## src/rtl/pcw_loader_pkg.sv

```systemverilog
// pcw_loader_pkg: shared state encoding and defaults for the PCW boot loader path
package pcw_loader_pkg;
  localparam int ADDR_W = 16;
  localparam logic [ADDR_W-1:0] BOOT_ROM_END_D = 16'd275;
  localparam logic [ADDR_W-1:0] EXEC_ADDR_D = 16'h0000;
  localparam logic [7:0] HPS_INDEX_D = 8'd0;
  typedef enum logic [2:0] {S_IDLE, S_RD, S_LAT, S_WR, S_EXEC, S_HPS} state_t;
endpackage

```

## src/rtl/edge_det.sv

```systemverilog
// edge_det: falling-edge detector on a level input
module edge_det (
  input  logic clk,
  input  logic rst_n,
  input  logic i_sig,
  output logic o_fall
);
  logic r_prev;
  always_ff @(posedge clk or negedge rst_n)
    if (!rst_n) r_prev <= 1'b0;
    else r_prev <= i_sig;
  assign o_fall = r_prev & ~i_sig;
endmodule

```

## src/rtl/pcw_boot_sequencer.sv

```systemverilog
// pcw_boot_sequencer: copies boot ROM into core RAM and arbitrates the download port with HPS
module pcw_boot_sequencer
  import pcw_loader_pkg::*;
#(
  parameter logic [ADDR_W-1:0] BOOT_ROM_END = BOOT_ROM_END_D,
  parameter logic [ADDR_W-1:0] EXEC_ADDR    = EXEC_ADDR_D,
  parameter logic [7:0]        HPS_INDEX    = HPS_INDEX_D
) (
  input  logic              clk_sys,
  input  logic              reset_n,
  input  logic              boot_start,
  output logic [ADDR_W-1:0] rom_addr,
  input  logic [7:0]        rom_data,
  input  logic              ioctl_download,
  input  logic [7:0]        ioctl_index,
  input  logic              ioctl_wr,
  input  logic [ADDR_W-1:0] ioctl_addr,
  input  logic [7:0]        ioctl_data,
  output logic              ioctl_wait,
  output logic              dn_go,
  output logic              dn_wr,
  output logic [ADDR_W-1:0] dn_addr,
  output logic [7:0]        dn_data,
  input  logic              dn_wait,
  output logic [ADDR_W-1:0] execute_addr,
  output logic              execute_enable,
  output logic              busy
);
  state_t            r_state;
  logic [ADDR_W-1:0] r_cnt, r_dn_addr;
  logic [7:0]        r_dn_data;
  logic              r_pend;
  logic              w_fall, w_hps_req, w_can_preempt;
  edge_det u_edge (.clk(clk_sys), .rst_n(reset_n), .i_sig(boot_start), .o_fall(w_fall));
  assign w_hps_req      = ioctl_download && ioctl_index == HPS_INDEX;
  assign w_can_preempt  = r_state != S_HPS && r_state != S_EXEC;
  assign dn_wr          = !dn_wait && (r_state == S_WR || (r_state == S_HPS && r_pend));
  assign dn_go          = r_state inside {S_RD, S_LAT, S_WR, S_HPS};
  assign execute_enable = r_state == S_EXEC;
  assign busy           = r_state != S_IDLE;
  assign ioctl_wait     = r_pend;
  assign rom_addr       = r_cnt;
  assign dn_addr        = r_dn_addr;
  assign dn_data        = r_dn_data;
  assign execute_addr   = EXEC_ADDR;
  // HPS requests preempt a copy between writes; a write strobed this cycle still completes
  always_ff @(posedge clk_sys or negedge reset_n)
    if (!reset_n) begin
      r_state   <= S_IDLE;
      r_cnt     <= '0;
      r_dn_addr <= '0;
      r_dn_data <= '0;
      r_pend    <= 1'b0;
    end else if (w_can_preempt && w_hps_req) begin
      r_state <= S_HPS;
    end else if (w_can_preempt && w_fall) begin
      r_cnt   <= '0;
      r_state <= S_RD;
    end else begin
      case (r_state)
        S_RD: r_state <= S_LAT;
        S_LAT: begin
          r_dn_addr <= r_cnt;
          r_dn_data <= rom_data;
          r_state   <= S_WR;
        end
        S_WR:
          if (!dn_wait) begin
            if (r_cnt == BOOT_ROM_END) r_state <= S_EXEC;
            else begin
              r_cnt   <= r_cnt + 1'b1;
              r_state <= S_RD;
            end
          end
        S_EXEC: r_state <= S_IDLE;
        S_HPS:
          if (ioctl_wr) begin
            r_dn_addr <= ioctl_addr;
            r_dn_data <= ioctl_data;
            r_pend    <= 1'b1;
          end else if (dn_wr) begin
            r_pend <= 1'b0;
          end else if (!ioctl_download && !r_pend) begin
            r_cnt   <= '0;
            r_state <= S_RD;
          end
        default: ;
      endcase
    end
endmodule
```

## config.mk

```make
export PLATFORM = sky130hd
export DESIGN_NAME = pcw_boot_sequencer
export DESIGN_NICKNAME = d
export VERILOG_FILES = /design/src/rtl/pcw_loader_pkg.sv /design/src/rtl/edge_det.sv /design/src/rtl/pcw_boot_sequencer.sv
export SDC_FILE = /design/constraint.sdc
export NUM_CORES = 1
export LEC_CHECK = 0
export BUFFER_PORTS_ARGS = -buffer_cell sky130_fd_sc_hd__buf_2
export CORE_MARGIN = 2
export CORE_UTILIZATION = 44
export DETAILED_ROUTE_END_ITERATION = 8
export HOLD_SLACK_MARGIN = 0.15
export PLACE_DENSITY_LB_ADDON = 0.3
export SETUP_SLACK_MARGIN = 0.05
export SLEW_MARGIN = 20
export SYNTH_ARGS = -nofsm -noshare
export SYNTH_HDL_FRONTEND = slang
export SYNTH_SLANG_ARGS = --single-unit
```

## constraint.sdc

```tcl
create_clock -name clk_sys -period 1.7 [get_ports clk_sys]
set_clock_uncertainty 0.05 [all_clocks]
set_input_delay 0.085 -clock clk_sys [delete_from_list [all_inputs] [get_ports clk_sys]]
set_output_delay 0.085 -clock clk_sys [all_outputs]
set_load 0.01 [all_outputs]
```

; Word level (Yosys, flattened, before mapping)
; Cells that the tools add are included.
[classes]
n_addsub = 1
eq_ne = 18
mux = 21
n_bitwise = 4
n_reduce_logical = 22
[ops]
columns = operator, n
row1 = 16-bit 2-to-1 mux, 7
row2 = 16-bit one-hot mux with 2 select lines, 2
row3 = 3-bit 2-to-1 mux, 7
row4 = 16-bit by 1-bit adder with 16-bit output (second input constant), 1
row5 = 16-bit by 9-bit == test with 1-bit output (second input constant), 1
row6 = 8-bit one-hot mux with 2 select lines, 1
row7 = 3-bit one-hot mux with 5 select lines, 1
row8 = 4-bit by 2-bit inequality test with 1-bit output (second input constant), 3
row9 = 3-bit by 2-bit inequality test with 1-bit output (second input constant), 3
row10 = 3-bit inequality test (second input constant), 3
row11 = 8-bit zero test, 1
row12 = 8-bit 2-to-1 mux, 1
row13 = 4-bit AND reduction, 2
row14 = 1-bit logical AND, 7
row15 = 7-bit AND reduction, 1
row16 = 7-bit nonzero test, 1
row17 = 3-bit by 2-bit == test with 1-bit output (second input constant), 2
row18 = 3-bit == test (second input constant), 2
row19 = 3-bit nonzero test, 2
row20 = 5-bit AND reduction, 1
row21 = 4-bit by 1-bit inequality test with 1-bit output (second input constant), 1
row22 = 2-bit nonzero test, 2
row23 = 4-bit nonzero test, 1
row24 = 3-bit by 1-bit == test with 1-bit output (second input constant), 1
row25 = 7 further kinds, 12
[totals]
register_bits = 45
inputBits = 46
output_inout_bits = 61

; Depth between registers and ports, before layout
[logic_depth]
depth_word = 9
mapped_depth = 8

; By module
; From an unflattened synthesis, not the netlist that was laid out.
[unflattened]
cells_unflattened = 285
hier_area_um2 = 2613.8
[modules_own_cells]
columns = module, n_inst, cells_per_inst, area_per_inst_um2, seq_area_each_um2
row1 = pcw_boot_sequencer, 1, 283, 2575.0, 1101.1
row2 = edge_det, 1, 2, 38.8, 25.0

; Worst setup path before layout
; OpenSTA, ideal clock, no wires.
[synth_path]
path_type = register -> register
start = reg r_cnt[0] (netlist: rom_addr[0])
end = reg r_cnt[14] (netlist: rom_addr[14])
setup_ps = 127
arrival_ps = 1603
path_slack_ps = -80
stages_incl_launch_ff = 7
path_buffers = 0
period_less_slack_ps = 1780
path_cell_list = dfrtp_1 -> ha_1 -> nand4_1 -> nor4_1 -> a31oi_1 -> o21ai_0 -> o21ai_1
[synth_between]
elab_chain_len = 5
elab_cells_between_ends = 8
[synth_rtl]
columns = item, line
row1 = start: declaration, pcw_boot_sequencer.sv:30  ; logic [ADDR_W-1:0] r_cnt, r_dn_addr;
row2 = start signal: assignment, pcw_boot_sequencer.sv:71  ; r_cnt <= r_cnt + 1'b1;
row3 = 16-bit by 1-bit adder with 16-bit output, pcw_boot_sequencer.sv:71
row4 = 16-bit 2-to-1 mux, pcw_boot_sequencer.sv:69  ; if (r_cnt == BOOT_ROM_END) r_state <= S_EXEC;
row5 = 16-bit 2-to-1 mux, pcw_boot_sequencer.sv:68  ; if (!dn_wait) begin
row6 = 16-bit one-hot mux with 2 select lines, pcw_boot_sequencer.sv:60  ; case (r_state)
row7 = 16-bit 2-to-1 mux, pcw_boot_sequencer.sv:56  ; end else if (w_can_preempt && w_fall) begin
; Several ways; a longest one is shown, not always the timed one. The select of a mux whose other input is x is not followed.
; A chain may end at the register's enable or synchronous reset.

; Worst setup path in the final report
[layout_path]
start = reg r_state[1]
end = reg r_cnt[14] (netlist: rom_addr[14])
[layout_between]
elab_chain_len = 6
elab_cells_between_ends = 20
[layout_rtl]
columns = item, line
row1 = start: declaration, pcw_boot_sequencer.sv:29  ; state_t r_state;
row2 = start signal: assignment, pcw_boot_sequencer.sv:49  ; r_state <= S_IDLE;
row3 = start signal: assignment, pcw_boot_sequencer.sv:55  ; r_state <= S_HPS;
row4 = start signal: assignment, pcw_boot_sequencer.sv:58  ; r_state <= S_RD;
row5 = 3-bit == test, "pcw_boot_sequencer.sv:37, pcw_boot_sequencer.sv:60"
row6 = 1-bit logical AND, pcw_boot_sequencer.sv:37  ; assign dn_wr = !dn_wait && (r_state == S_WR || (r_state == S_HPS && r_pend));
row7 = 1-bit logical OR, pcw_boot_sequencer.sv:37
row8 = 1-bit logical AND, pcw_boot_sequencer.sv:37
row9 = 3-bit by 2-bit inequality test with 1-bit output (no line), n/a
row10 = 7-bit AND reduction (no line), n/a
; Several ways; a longest one is shown, not always the timed one.

==> flow_metrics.py <==
metrics = {
    "run_status": {
        "status": "finished with violations",
        "violations": "setup timing",
    },
    "routing": {
        "via_count": 3366,
        "routedWlPerCell_um": 23.0,
        "ant_nets": 0,
        "drt-pass1-iter-count": 8,
        "vias_per_cell": 6.08,
        "drt_iter0_drc": 356,
        "drc": 0,
        "drt_wl_total_um": 12800,
    },
    "clocking": {
        "cts_buffers": 5,
        "htree_num_levels": 2,
        "path_clk_slew_ns": 0.09,
        "cts_buffer_depth": 2,
        "clkSinkCount": 45,
        "cts-root-buf": "clkbuf_8",
        "cts_tree": "built",
        "clk_latency_ns": 0.30,
    },
    "setup_path": {
        "cp_max_fo": 6,
        "worstPathArrival_ns": 2.07,
        "crit_type": "flop to flop",
        "crit_slowest_cell": "dfrtp_2",
        "worst-r2r-cell-count": 8,
        "cp-end-kind": "flop",
        "cp_common_cell": "buf_6",
        "path_cells": "nand2b_4, buf_6, nand4_1, buf_6, and3_4, buf_6, nand4_1, o21ai_1",
        "crit_path_start_kind": "flop",
        "path_delay_family": "simple AND/OR/NAND/NOR gates",
        "worst_path_largest_cell_delay_ns": 0.46,
        "required_ns": 1.86,
        "path_buf_inv": 3,
        "cp_num_cells": 8,
    },
    "global_route": {
        "grtUsageMet1_pct": 35.3,
        "grt_pass1_wl_um": 14200,
        "grt_pass1_vias": 2906,
        "track_usage_pct": 28.0,
        "grtUsageMet2_pct": 48.0,
        "grt-ovfl-total": 0,
        "use_met3_pct": 4.56,
        "grt_max_degree": 26,
        "busiest_layer": "met2",
        "antenna_found_initial": 0,
    },
    "logic_synthesis": {
        "netlist_area_um2": 2630,
        "synth.distinct_cells": 47,
        "synth_fa_ha_area_share_pct": 0.476,
        "synth_top_family_by_area": "simple AND/OR/NAND/NOR gates",
        "yosys_warnings": 0,
        "synth-seq-area-share_pct": 42.8,
        "synth_edf_count": 0,
        "syn-instance-count": 287,
        "synthMuxAreaShare_pct": 10.4,
        "synth-simple-area-share_pct": 20.9,
        "synthArstFlopShare_pct": 100,
        "synth_seq_cells": 45,
        "synth.avg_cell_area_um2": 9.17,
        "synth-compound-area-share_pct": 16.4,
        "synth_flop_cell": "dfrtp_1",
        "synth_xor_area_share_pct": 0,
    },
    "floorplan": {
        "die_y_um": 81.3,
        "die_width_um": 81.3,
        "die_area_um2": 6610,
        "ios": 107,
        "start_util_pct": 45.0,
        "placementRows": 28,
        "core_region_area_um2": 5850,
    },
    "power": {
        "cellPowerDensity_nw_per_um2": 898,
        "p_leak_nw": 2.32,
        "finalPower_mw": 4.29,
        "vdd_drop_max_mv": 0.816,
    },
    "sta": {
        "worst_slack_ns": -0.201,
        "fin_crit_ns": 1.90,
        "setup_viol": 41,
        "rsz0062_at_grt": "yes",
        "setup-tns-final_ns": -3.40,
        "slew_viol_final": 0,
        "fmax_ghz": 0.526,
        "tightest_slew_ns": 0.538,
        "hold_violations": 0,
        "period_share_pct": 112,
        "slew_headroom_pct": 64.1,
    },
    "job": {
        "cap_viol_max_count": 0,
    },
    "finish": {
        "syn2layout_area_growth_pct": 81.5,
        "drive_above_1_share_pct": 55.7,
        "antenna_cells": 0,
        "final_nets": 526,
        "utilization_pct": 81.6,
    },
    "placement": {
        "place_hpwl_um": 5320,
        "gp_congestion": 0.840,
        "port_buffers": 90,
    },
    "min_path": {
        "hold_path_class": "primary input to async pin",
    },
}
[where the power goes]
part	leakage [nW]	total (mW)	internal [mW]	switching, mW
clock	0.0540	0.817	0.428	0.389
combinational	1.67	2.01	0.992	1.01
sequential	0.596	1.46	1.27	0.196
[cell families (layout without fill, tap and decap cells)]
family / count (synthesis) / after routing
and+or+nand+nor: 103 / 103
AOI/OAI and AO/OA: 74 / 74
DFF: 45 / 45
buffers and inverters: 36 / 213
muxes: 27 / 27
adders and majority gates: 1 / 1
other: 1 / 16
[Yosys cell counts, types with 2 or more instances]
library cell | n | share of area (%)
nand4_1 | 7 | 1.7
mux2_2 | 2 | 0.86
nand3b_1 | 2 | 0.57
buf_2 | 9 | 1.7
buf_4 | 19 | 5.4
nand2b_1 | 4 | 0.95
nand2_1 | 39 | 5.6
dfrtp_1 | 45 | 43
o21ai_1 | 7 | 1.3
mux2i_1 | 25 | 9.5
nand3_1 | 10 | 1.9
a21oi_1 | 9 | 1.7
a31oi_1 | 4 | 0.95
and3_1 | 2 | 0.48
a22o_1 | 2 | 0.67
a21o_1 | 3 | 0.86
nor2b_1 | 4 | 0.95
nor4_1 | 5 | 1.2
nor2_1 | 15 | 2.1
o31ai_1 | 2 | 0.57
clkbuf_1 | 5 | 0.71
buf_6 | 2 | 0.86
o21ai_0 | 39 | 7.4
nor3_1 | 3 | 0.57
[flip-flops by register name (all words and copies together) (netlist names)]
signal         count
dn_data            8
r_state            3
ioctl_wait         1
u_edge.r_prev      1
rom_addr          16
dn_addr           16
[metrics by stage]
stage | instance area, um2 | cells | worst slack, ns | hold WS [ns]
6_report | 4770 | 554 | -0.201 | 0.241
5_1_grt | 4770 | 554 | -0.250 | 0.264
4_1_cts | 4300 | 540 | -0.0509 | 0.241
3_5_place_dp | 3470 | 482 | -0.109 | 0.0294
3_3_place_gp | 3470 | 482 | -0.0561 | 0.0251
2_1_floorplan | 2750 | 302 | 0.00371 | -0.261
[cells in the final DEF, fill, tap and decap left out, types with 4 or more instances in the layout]
cell / count
clkbuf_8: 5
nor2_1: 8
nand4_1: 7
buf_4: 50
dfrtp_2: 5
buf_6: 17
a21oi_1: 5
nand2_1: 17
mux2i_1: 24
nand2_2: 13
dfrtp_1: 40
nand3_1: 5
o21ai_2: 15
conb_1: 16
nand2_4: 9
nor2_4: 4
buf_2: 90
buf_16: 5
o21ai_1: 29
dlygate4sd3_1: 36
[layer usage]
layer | share of wire [%] | vias up
li1 | - | 1386
met1 | 34 | 1589
met2 | 48 | 291
met3 | 10 | 100
met4 | 7.6 | 0
met5 | 0 | -
[cell type report]
type                    instances  area (um2)
clock buffers                   5        68.8
clock inverters                 2        35.0
fillers                       272        1080
multi-input cells             221        1760
flip-flops and latches         45        1130
well taps                      75        93.8
repair buffers                206        1680
[path summary, 6_finish.rpt]
check,from,end,slack (ns)
max,r_state[1]$_DFFE_PN0P_,rom_addr[14]$_DFFE_PN0P_,-0.20
min,reset_n,dn_addr[7]$_DFFE_PN0P_,0.24
max reg2reg,r_state[1]$_DFFE_PN0P_,rom_addr[14]$_DFFE_PN0P_,-0.20
min reg2reg,dn_addr[11]$_DFFE_PN0P_,dn_addr[11]$_DFFE_PN0P_,0.46
max in group asynchronous,reset_n,rom_addr[6]$_DFFE_PN0P_,0.82
min in group clk_sys,boot_start,r_state[2]$_DFFE_PN0P_,0.34
[timing repair]
item,in CTS,in global routing
hold buffers,36,0
gates resized for setup,52,105
endpoints found under the hold margin,71,0
endpoints found under the setup margin,42,43
gates cloned,5,4
pin swaps,14,26
setup buffers,10,11
Power figures use the tool's default switching activity.
